===== src/rtl/sm_acc_disp.sv =====
// Sign-magnitude accumulator with saturating overflow and a 4-digit multiplexed 7-segment driver.
// Latency: acc/ovf update 1 cycle after a strobe; display outputs lag the refresh counter and acc by 1 cycle.
// Backpressure: none; every strobe is accepted, and clr > load > add when strobes coincide.
module sm_acc_disp #(
  parameter int N     = 8,
  parameter int REF_W = 18
) (
  input  logic         clk,
  input  logic         reset,
  input  logic [N-1:0] din,
  input  logic         add_stb,
  input  logic         load_stb,
  input  logic         clr_stb,
  output logic [N-1:0] acc,
  output logic         ovf,
  output logic         zero,
  output logic [3:0]   an,
  output logic [7:0]   sseg
);

  localparam int M = N - 1;  // magnitude width
  localparam logic [REF_W-1:0] REF_ONE = {{(REF_W-1){1'b0}}, 1'b1};

  logic [N-1:0]     acc_q, acc_d;
  logic             ovf_q, ovf_d;
  logic [REF_W-1:0] ref_q;
  logic [3:0]       an_q, an_d;
  logic [7:0]       sseg_q, sseg_d;

  logic           a_sign, d_sign, res_sign, ovf_add;
  logic [M-1:0]   a_mag, d_mag, res_mag, ld_mag;
  logic [N-1:0]   sum;

  logic [1:0]     digit;
  logic [11:0]    mag_ext;
  logic [3:0]     nib;

  // Hex digit to abcdefg pattern (a is bit 6, g is bit 0).
  function automatic logic [6:0] hex7(input logic [3:0] h);
    case (h)
      4'h0: hex7 = 7'b1111110;
      4'h1: hex7 = 7'b0110000;
      4'h2: hex7 = 7'b1101101;
      4'h3: hex7 = 7'b1111001;
      4'h4: hex7 = 7'b0110011;
      4'h5: hex7 = 7'b1011011;
      4'h6: hex7 = 7'b1011111;
      4'h7: hex7 = 7'b1110000;
      4'h8: hex7 = 7'b1111111;
      4'h9: hex7 = 7'b1111011;
      4'hA: hex7 = 7'b1110111;
      4'hB: hex7 = 7'b0011111;
      4'hC: hex7 = 7'b1001110;
      4'hD: hex7 = 7'b0111101;
      4'hE: hex7 = 7'b1001111;
      default: hex7 = 7'b1000111;
    endcase
  endfunction

  // Sign-magnitude add of acc and din, with saturation on magnitude carry-out.
  always_comb begin
    a_sign   = acc_q[N-1];
    a_mag    = acc_q[M-1:0];
    d_sign   = din[N-1];
    d_mag    = din[M-1:0];
    sum      = {1'b0, a_mag} + {1'b0, d_mag};
    res_sign = a_sign;
    res_mag  = a_mag;
    ovf_add  = 1'b0;
    if (a_sign == d_sign) begin
      if (sum[N-1]) begin
        res_mag = '1;
        ovf_add = 1'b1;
      end else begin
        res_mag = sum[M-1:0];
      end
    end else if (a_mag >= d_mag) begin
      res_sign = a_sign;
      res_mag  = a_mag - d_mag;
    end else begin
      res_sign = d_sign;
      res_mag  = d_mag - a_mag;
    end
  end

  // Command select with priority clr > load > add; any zero magnitude is stored as +0.
  always_comb begin
    acc_d  = acc_q;
    ovf_d  = ovf_q;
    ld_mag = din[M-1:0];
    if (clr_stb) begin
      acc_d = '0;
      ovf_d = 1'b0;
    end else if (load_stb) begin
      acc_d = (ld_mag == '0) ? '0 : din;
      ovf_d = 1'b0;
    end else if (add_stb) begin
      acc_d = (res_mag == '0) ? '0 : {res_sign, res_mag};
      ovf_d = ovf_q | ovf_add;
    end
  end

  // Display pattern for the digit selected by the top two refresh-counter bits.
  always_comb begin
    digit   = ref_q[REF_W-1:REF_W-2];
    mag_ext = '0;
    mag_ext[M-1:0] = acc_q[M-1:0];
    nib     = mag_ext[4*digit[1:0] +: 4];
    an_d    = 4'b0001 << digit;
    sseg_d  = {1'b0, hex7(nib)};
    case (digit)
      2'd0: sseg_d[7] = ovf_q;
      2'd1: if (M <= 4) sseg_d = 8'h00;
      2'd2: if (M <= 8) sseg_d = 8'h00;
      default: sseg_d = acc_q[N-1] ? 8'h01 : 8'h00;
    endcase
  end

  // Accumulator, sticky overflow, refresh counter and registered display outputs.
  always_ff @(posedge clk or negedge reset) begin
    if (!reset) begin
      acc_q  <= '0;
      ovf_q  <= 1'b0;
      ref_q  <= '0;
      an_q   <= 4'b0000;
      sseg_q <= 8'h00;
    end else begin
      acc_q  <= acc_d;
      ovf_q  <= ovf_d;
      ref_q  <= ref_q + REF_ONE;
      an_q   <= an_d;
      sseg_q <= sseg_d;
    end
  end

  assign acc  = acc_q;
  assign ovf  = ovf_q;
  assign zero = (acc_q[M-1:0] == '0);
  assign an   = an_q;
  assign sseg = sseg_q;

endmodule


===== config.mk =====
export PLATFORM = sky130hd
export DESIGN_NAME = sm_acc_disp
export DESIGN_NICKNAME = d
export VERILOG_FILES = /design/src/rtl/sm_acc_disp.sv
export SDC_FILE = /design/constraint.sdc
export NUM_CORES = 1
export LEC_CHECK = 0
export CORE_MARGIN = 3
export CORE_UTILIZATION = 50
export DETAILED_ROUTE_END_ITERATION = 6
export HOLD_SLACK_MARGIN = 0.1
export PLACE_DENSITY_LB_ADDON = 0.1
export SLEW_MARGIN = 0
export SYNTH_ARGS = -nofsm -noshare
export SYNTH_HDL_FRONTEND = slang
export SYNTH_SLANG_ARGS = --single-unit

===== constraint.sdc =====
create_clock -name clk -period 4.1 [get_ports clk]
set_clock_uncertainty 0.05 [all_clocks]
set_input_delay 0.82 -clock clk [delete_from_list [all_inputs] [get_ports clk]]
set_output_delay 0.82 -clock clk [all_outputs]
set_load 0.05 [all_outputs]

==> results of run 1 <==
[path summary, 6_finish.rpt]
| kind | to | cells after the start | slack [ps] | startpoint |
|---|---|---|---|---|
| setup / recovery | acc[7]$_DFFE_PN0P_ | 11 | 340 | din[5] |
| hold / removal | ref_q[15]$_DFF_PN0_ | 1 | 420 | ref_q[15]$_DFF_PN0_ |
| setup reg to reg | acc[7]$_DFFE_PN0P_ | 9 | 980 | acc[4]$_DFFE_PN0P_ |
| hold reg to reg | ref_q[15]$_DFF_PN0_ | 1 | 420 | ref_q[15]$_DFF_PN0_ |
| max in group asynchronous | ref_q[13]$_DFF_PN0_ | 1 | 2880 | reset |
| min in group asynchronous | sseg[4]$_DFF_PN0_ | 1 | 570 | reset |
[flip-flops by register name (all words and copies together), names as in the netlist]
register	cells
ovf	1
acc	8
an	4
sseg	8
ref_q	18
[cell usage after synthesis (all sizes together), types with 4 or more instances]
cell type  instances  area (um^2)
dfrtp             39          976
nor2              30          115
ha                29          363
inv               29          109
nand2             29          109
a21oi             28          140
xnor2             17          149
nand3             15         75.1
nor3              10         50.1
clkbuf             8         30.0
mux2i              7         70.1
nand4              7         43.8
and3               6         37.5
a31oi              5         37.5
buf                5         33.8
o211ai             5         37.5
a211oi             4         30.0
and2               4         25.0
nor2b              4         25.0
nor4               4         25.0
o31ai              4         48.8
xor2               4         35.0
[area by class of cell]
| class | count | area share |
|---|---|---|
| multi-input cells | 260 | 0.522 |
| flip-flops and latches | 39 | 0.273 |
| repair buffers | 49 | 0.125 |
| inverters | 29 | 0.0305 |
| well taps | 72 | 0.0252 |
| clock buffers | 5 | 0.0193 |
| clock inverters | 2 | 0.00385 |
[routing by layer]
| metal | global-route usage | wire (um) |
|---|---|---|
| met5 | 0 | 0 |
| met4 | 0.0512 | 85 |
| met1 | 0.316 | 3610 |
| met2 | 0.341 | 3420 |
| met3 | 0.0622 | 462 |
[power breakdown]
part	total, mW	switching [mW]	leakage (nW)	internal [mW]
Sequential	0.418	0.0176	0.493	0.401
Combinational	0.452	0.280	1.04	0.172
Clock	0.248	0.132	0.0440	0.116
[through the flow]
step | utilization | setup slack (ps) | cells | area [um^2]
floorplan | - | 820 | 341 | 3010
global placement | 0.615 | 205 | 449 | 3490
detailed placement | 0.615 | 148 | 449 | 3490
CTS | 0.629 | 441 | 456 | 3570
global route | 0.629 | 95.3 | 456 | 3570
finish | 0.629 | 343 | 456 | 3570
[cell families after synthesis]
group | after synthesis | synth area share
buffers and inverters | 42 | 0.0573
DFF | 39 | 0.324
AOI/OAI and AO/OA | 80 | 0.199
and+or+nand+nor | 120 | 0.195
adders and majority gates | 32 | 0.140
muxes | 7 | 0.0232
xor gates and xnor gates | 21 | 0.0610
==> flow_summary.ini, run 1 <==
[status]
status = completed

[final_layout]
layout_commonest_cell = dfrtp_1
final_nets = 429
seqCellArea_um2 = 976
fill_cells = 494
n_antenna_cell = 0
multi_input_area_um2 = 1870
layout-drive-gt1-share = 0.0938
syn2layout_area_growth_pct = 18.5
final_cell_mix = 39 x dfrtp_1, 33 x clkdlybuf4s50_1

[sta]
timing.slew.headroom = 0.407
setup-violations-final = 0
fin_crit_sh = 0.916
drv_slew = 0
fin_tns_setup_ps = 0
whs_ps = 418
finalHoldViolations = 0
period_needed_ps = 3760
fmax_ghz = 0.266
tightestPinTransition_ps = 883
rsz0062_at_grt = no

[cts]
cts_root_buffer = clkbuf_8
cts_tree = yes
worstSkewPairLatency_ps = 290
cts_resized = 0
hold_buffers = 0
cts_sinks = 39
cts_setup_buffers = 0
ctsLongestPathBuffers = 2
cts_buffers = 5
clk_transition_reported_paths_ps = 80
htreeDepth = 2

[floorplanning]
core.rowCount = 27
fp.dieArea_um2 = 7000
initial_core_util = 0.531
dieHeight_um = 83.6
die_w_um = 83.6
core_um2 = 5680
num_io_pins = 35

[global_route]
antenna_found_initial = 0
overflow = 0
grt_usage = 0.224
grt_pass1_vias = 2613
grt_start_max_net_pins = 40
grt_pass1_wl_um = 12900

[detailed_routing]
viasPerCell = 5.75
drc = 0
dr_total_vias = 2624
ant_nets = 0
drt_pass1_iterations = 6
routed_wl_um = 7590
wl_per_cell_um = 16.6
first_iter_violations = 260

[worst_setup_path]
max_stage_delay_ps = 550
crit_path_top_delay_cell = clkdlybuf4s50_1
crit_path_end_kind = register
critPathBufInv = 3
cp_max_fo = 11
worstPathArrival_ps = 3870
crit_required_ps = 4210
crit_path_start_kind = primary input
worstSetupPathType = primary input to register
cpLargestDelayFamily = compound AO/OA/AOI/OAI gates
cp_cell_sequence = clkdlybuf4s50_1, inv_1, ha_1, o2111ai_1, a31oi_2, o31ai_4, o311ai_0, buf_4, o32ai_1, nor4_1, o22ai_1

[job]
cap_violations = 0

[place]
io_buffers = 34
place.gp.congestion = 0.956
dpl.hpwl_um = 5910

[logic_synthesis]
yosys_warnings = 0
ys_ff_latch = 39
synth_nets = 386
synth_area_um2 = 3010
avgSynthCellArea_um2 = 8.84
synth_seq_area_share = 0.324
syn-instance-count = 341
ys.flop_type = dfrtp_1
synth.distinct_cells = 62
synth-edff-count = 0
synth_async_sr_flop_share = 1.00

[power_and_ir_drop]
ir_drop_mv = 0.236
finalPower_mw = 1.12
p_per_area_nw_per_um2 = 313
p_leak_nw = 1.58

[worst_hold_path]
hold_class = register to register
No activity file was read; power rests on OpenSTA's default activity.
==> inputs of run 2 (changes only) <==
--- a/config.mk
+++ b/config.mk
@@ -8,6 +8,7 @@
 export CORE_MARGIN = 3
 export CORE_UTILIZATION = 50
 export DETAILED_ROUTE_END_ITERATION = 6
+export GPL_ROUTABILITY_DRIVEN = 0
 export HOLD_SLACK_MARGIN = 0.1
 export PLACE_DENSITY_LB_ADDON = 0.1
 export SLEW_MARGIN = 0
==> run 2 against run 1 <==
Power grew 7.2%. Via count grew 3.1%. Clock power grew 38%. Largest cell class unchanged. Global-route usage shrank 0.22 points. Sequential cell count is the same. Largest power group unchanged. Combinational power shrank 3%.
==> flow_summary.ini, run 2 (synthesis gave the netlist of run 1 again) <==
[cts]
cts_setup_buffers = 0
cts_sinks = 39
hold_buffers = 0
cts_root_buffer = clkbuf_8
htreeDepth = 2
cts_tree = yes
cts_resized = 0
cts_buffers = 5
worstSkewPairLatency_ps = 290
ctsLongestPathBuffers = 2
clk_transition_reported_paths_ps = 80

[detailed_routing]
drt_pass1_iterations = 5
dr_wl_met2_um = 3390
routed_wl_um = 7540
drc = 0
routedLengthMet1_um = 3400
dr_total_vias = 2706
wl_per_cell_um = 16.7
highest_layer = met4
first_iter_violations = 339
ant_nets = 0
dr_wl_met3_um = 558
viasPerCell = 6.00

[global_route]
grt_pass1_wl_um = 12800
grt_pass1_vias = 2604
grt_usage = 0.221
antenna_found_initial = 0
grt_start_max_net_pins = 40
overflow = 0

[power_and_ir_drop]
seqPwrFrac = 0.349
ir_drop_mv = 0.206
p_int_mw = 0.761
swShare = 0.365
finalPower_mw = 1.20
comb_power_share = 0.365
switchingPower_mw = 0.438
p_leak_nw = 1.57
p_per_area_nw_per_um2 = 336
p_clk_frac = 0.286

[final_layout]
n_antenna_cell = 0
syn2layout_area_growth_pct = 18.3
fill_cells = 479
largest_reg_flops = 18
seqCellArea_um2 = 976
layout-drive-gt1-share = 0.0818
final_nets = 423
largest_register = ref_q
multi_input_area_um2 = 1870
layout_commonest_cell = dfrtp_1
final_cell_mix = 39 x dfrtp_1, 33 x clkdlybuf4s50_1
fin_util = 0.628
final_area_um2 = 3560

[sta]
rsz0062_at_grt = no
tightestPinTransition_ps = 862
fmax_ghz = 0.274
timing.slew.headroom = 0.421
finalHoldViolations = 0
fin_tns_setup_ps = 0
drv_slew = 0
whs_ps = 421
fin_crit_sh = 0.891
period_needed_ps = 3650
setup-violations-final = 0

[job]
cap_violations = 0

[floorplanning]
fp.dieArea_um2 = 7000
initial_core_util = 0.531
num_io_pins = 35
die_w_um = 83.6
dieHeight_um = 83.6
core_um2 = 5680
core.rowCount = 27

[worst_setup_path]
worstSetupPathType = primary input to register
worstPathArrival_ps = 3780
crit_path_end_kind = register
crit_path_start_kind = primary input
cp_max_fo = 8
crit_required_ps = 4220

[place]
placed_area_um2 = 3440
dpl.hpwl_um = 5670
io_buffers = 34

[worst_hold_path]
hold_class = register to register

[status]
status = completed
==> run 2: power by group through the flow <==
stage	Sequential [mW]	Combinational [mW]	Clock [mW]
after floorplan	0.480	0.245	0
after global placement	0.426	0.428	0
after detailed placement	0.426	0.427	0
after CTS	0.418	0.430	0.347
after global routing	0.421	0.472	0.366
final	0.418	0.437	0.343
==> run 2: layout make-up <==
class	instances	share of cell area
flip-flops and latches	39	0.274
multi-input cells	260	0.523
inverters	29	0.0305
well taps	72	0.0253
clock inverters	2	0.0109
repair buffers	43	0.113
clock buffers	6	0.0232
==> run 2: layer usage <==
layer,vias to the layer above,track usage
met3,20,0.0415
met2,117,0.342
li1,1290,-
met1,1279,0.312
met5,-,0
met4,0,0.0746
==> run 2: through the flow <==
| step | std cells | worst slack (ps) |
|---|---|---|
| after floorplan | 341 | 820 |
| after global placement | 443 | 259 |
| after detailed placement | 443 | 204 |
| after CTS | 451 | 497 |
| after global routing | 451 | 216 |
| final | 451 | 445 |
==> run 2: path summary, 6_finish.rpt <==
path,startpoint,to,slack (ps),depth (start not counted)
min in group asynchronous,reset,acc[0]$_DFFE_PN0P_,580,1
min,ref_q[15]$_DFF_PN0_,ref_q[15]$_DFF_PN0_,420,1
max,din[1],acc[7]$_DFFE_PN0P_,450,11
max in group asynchronous,reset,acc[6]$_DFFE_PN0P_,2880,1
max reg2reg,acc[4]$_DFFE_PN0P_,acc[7]$_DFFE_PN0P_,1090,9
min reg2reg,ref_q[15]$_DFF_PN0_,ref_q[15]$_DFF_PN0_,420,1
==> run 2: worst max-delay path, cell delays in order <==
cell             delay (ps)
clkdlybuf4s50_1         570
inv_1                    90
ha_1                    370
a21oi_1                 210
a31oi_2                 150
o31ai_4                 460
mux2i_1                 400
xnor2_1                 110
o22a_1                  240
nor4_1                  250
o22ai_1                 110
==> inputs of run 3 (changes only) <==
--- a/config.mk
+++ b/config.mk
@@ -5,7 +5,6 @@
 export SDC_FILE = /design/constraint.sdc
 export NUM_CORES = 1
 export LEC_CHECK = 0
-export CORE_MARGIN = 3
 export CORE_UTILIZATION = 50
 export DETAILED_ROUTE_END_ITERATION = 6
 export GPL_ROUTABILITY_DRIVEN = 0
==> run 3 against run 2 <==
Combinational power about the same. Utilization increased by 0.27 points. Sequential cell count unchanged. First-iteration DRC count up 7.7%. Power down 1.4%. Critical path depth unchanged. Sequential power about the same. Sequential share of layout area hardly changed. Die area down 9.3%. Maximum frequency fell by 0.87%. Critical path type unchanged. Critical endpoint unchanged. Largest cell class unchanged.
==> flow_summary.ini, run 3 (synthesis gave the netlist of run 1 again) <==
[status]
status = completed

[sta]
timing.slew.headroom = 0.425
tightestPinTransition_ps = 856
drv_slew = 0
whs_ps = 420
fmax_ghz = 0.271
setup-violations-final = 0
fin_crit_sh = 0.899
fin_tns_setup_ps = 0
worst_slack_ps = 413
finalHoldViolations = 0
rsz0062_at_grt = no
period_needed_ps = 3690

[worst_setup_path]
crit_required_ps = 4210
worst_r2r_path_depth = 9
crit_path_frequent_cell = o311ai_0
worstSetupPathType = primary input to register
ff2ff_setup_slack_ps = 1050
crit_path_top_delay_cell = clkdlybuf4s50_1
r2r_end = acc[7]$_DFFE_PN0P_
worstPathArrival_ps = 3800
crit_path_end_kind = register
reg2reg_from = acc[3]$_DFFE_PN0P_
crit_path_start_kind = primary input
cp_max_fo = 7
cp_cell_sequence = clkdlybuf4s50_1, inv_1, ha_1, a21oi_1, nand2_1, o311ai_0, a31oi_1, a32oi_2, o311ai_0, nor4_1, o22ai_1
crit_end = acc[7]$_DFFE_PN0P_
cp-startpoint = din[5]
max_stage_delay_ps = 570

[cts]
cts_resized = 0
clk_transition_reported_paths_ps = 80
worstSkewPairLatency_ps = 290
cts_buffers = 5
cts_tree = yes
cts_sinks = 39
cts_root_buffer = clkbuf_8
htreeDepth = 2
ctsLongestPathBuffers = 2
hold_buffers = 0
cts_setup_buffers = 0

[power_and_ir_drop]
ir_drop_mv = 0.233
comb_power_share = 0.372
swShare = 0.371
p_leak_nw = 1.56
p_clk_frac = 0.274
switchingPower_mw = 0.439
p_int_mw = 0.744
seqPwrFrac = 0.353
finalPower_mw = 1.18
p_per_area_nw_per_um2 = 332

[detailed_routing]
ant_nets = 0
dr_total_vias = 2719
drt_pass1_iterations = 7
drc = 0
routed_wl_um = 7500
wl_per_cell_um = 16.6
first_iter_violations = 365
viasPerCell = 6.03

[final_layout]
fin_util = 0.631
final_area_um2 = 3560
seqCellArea_um2 = 976
syn2layout_area_growth_pct = 18.1
layoutNonFillerInstCount = 451
n_antenna_cell = 0
fill_cells = 476
largest_reg_flops = 18
largest_register = ref_q
layout-drive-gt1-share = 0.0818
final_cell_mix = 39 x dfrtp_1, 33 x clkdlybuf4s50_1
final_nets = 423
layout_commonest_cell = dfrtp_1
multi_input_area_um2 = 1870

[global_route]
grt_usage = 0.254
antenna_found_initial = 0
overflow = 0
grt_pass1_wl_um = 12600
grt_start_max_net_pins = 40
grt_pass1_vias = 2574

[place]
dpl.cell_count = 443
io_buffers = 34
placed_area_um2 = 3440
dpl.hpwl_um = 5680
pre_cts_ws_ps = 189

[floorplanning]
die_w_um = 79.6
dieHeight_um = 79.6
fp.dieArea_um2 = 6340
core_um2 = 5640
core.rowCount = 27
num_io_pins = 35
initial_core_util = 0.534

[job]
cap_violations = 0

[worst_hold_path]
hold_class = register to register
-- run 3: routing by layer --
metal | wire [um] | track usage | part of all wire
met4 | 106 | 0.0709 | 0.014
met1 | 3320 | 0.360 | 0.44
met5 | 0 | 0 | 0
met2 | 3390 | 0.388 | 0.45
met3 | 682 | 0.0537 | 0.091
-- run 3: final cells by class --
cell class                 instances  share of cell area
tap                               72              0.0253
clock inverter                     3              0.0130
multi-input combinational        260               0.524
sequential                        39               0.274
clock buffer                       5              0.0193
inverter                          29              0.0306
timing repair buffer              43               0.113
-- run 3: critical path: cells and delay by family --
family / cells / cell delay, ps
buffers and inverters: 2 / 640
AO/OA/AOI/OAI: 6 / 1560
adder cells (fa/ha/maj): 1 / 390
AND/OR/NAND/NOR: 2 / 380
-- run 3: worst min path at each step --
stage                         from             endpoint  slack (ps)  cells after the start
6_report        ref_q[5]$_DFF_PN0_   ref_q[5]$_DFF_PN0_         420                      1
5_1_grt        ref_q[13]$_DFF_PN0_  ref_q[13]$_DFF_PN0_         450                      1
4_1_cts        ref_q[15]$_DFF_PN0_  ref_q[15]$_DFF_PN0_         420                      1
3_5_place_dp   ref_q[15]$_DFF_PN0_  ref_q[15]$_DFF_PN0_         410                      1
3_3_place_gp   ref_q[13]$_DFF_PN0_  ref_q[13]$_DFF_PN0_         400                      1
2_1_floorplan   ref_q[5]$_DFF_PN0_   ref_q[5]$_DFF_PN0_         390                      1
-- run 3: power groups by stage --
stage	sequential (mW)	clock, mW	combinational (mW)
floorplan	0.480	0	0.245
global placement	0.425	0	0.427
detailed placement	0.426	0	0.429
CTS	0.418	0.334	0.431
global route	0.421	0.352	0.476
finish	0.418	0.324	0.440
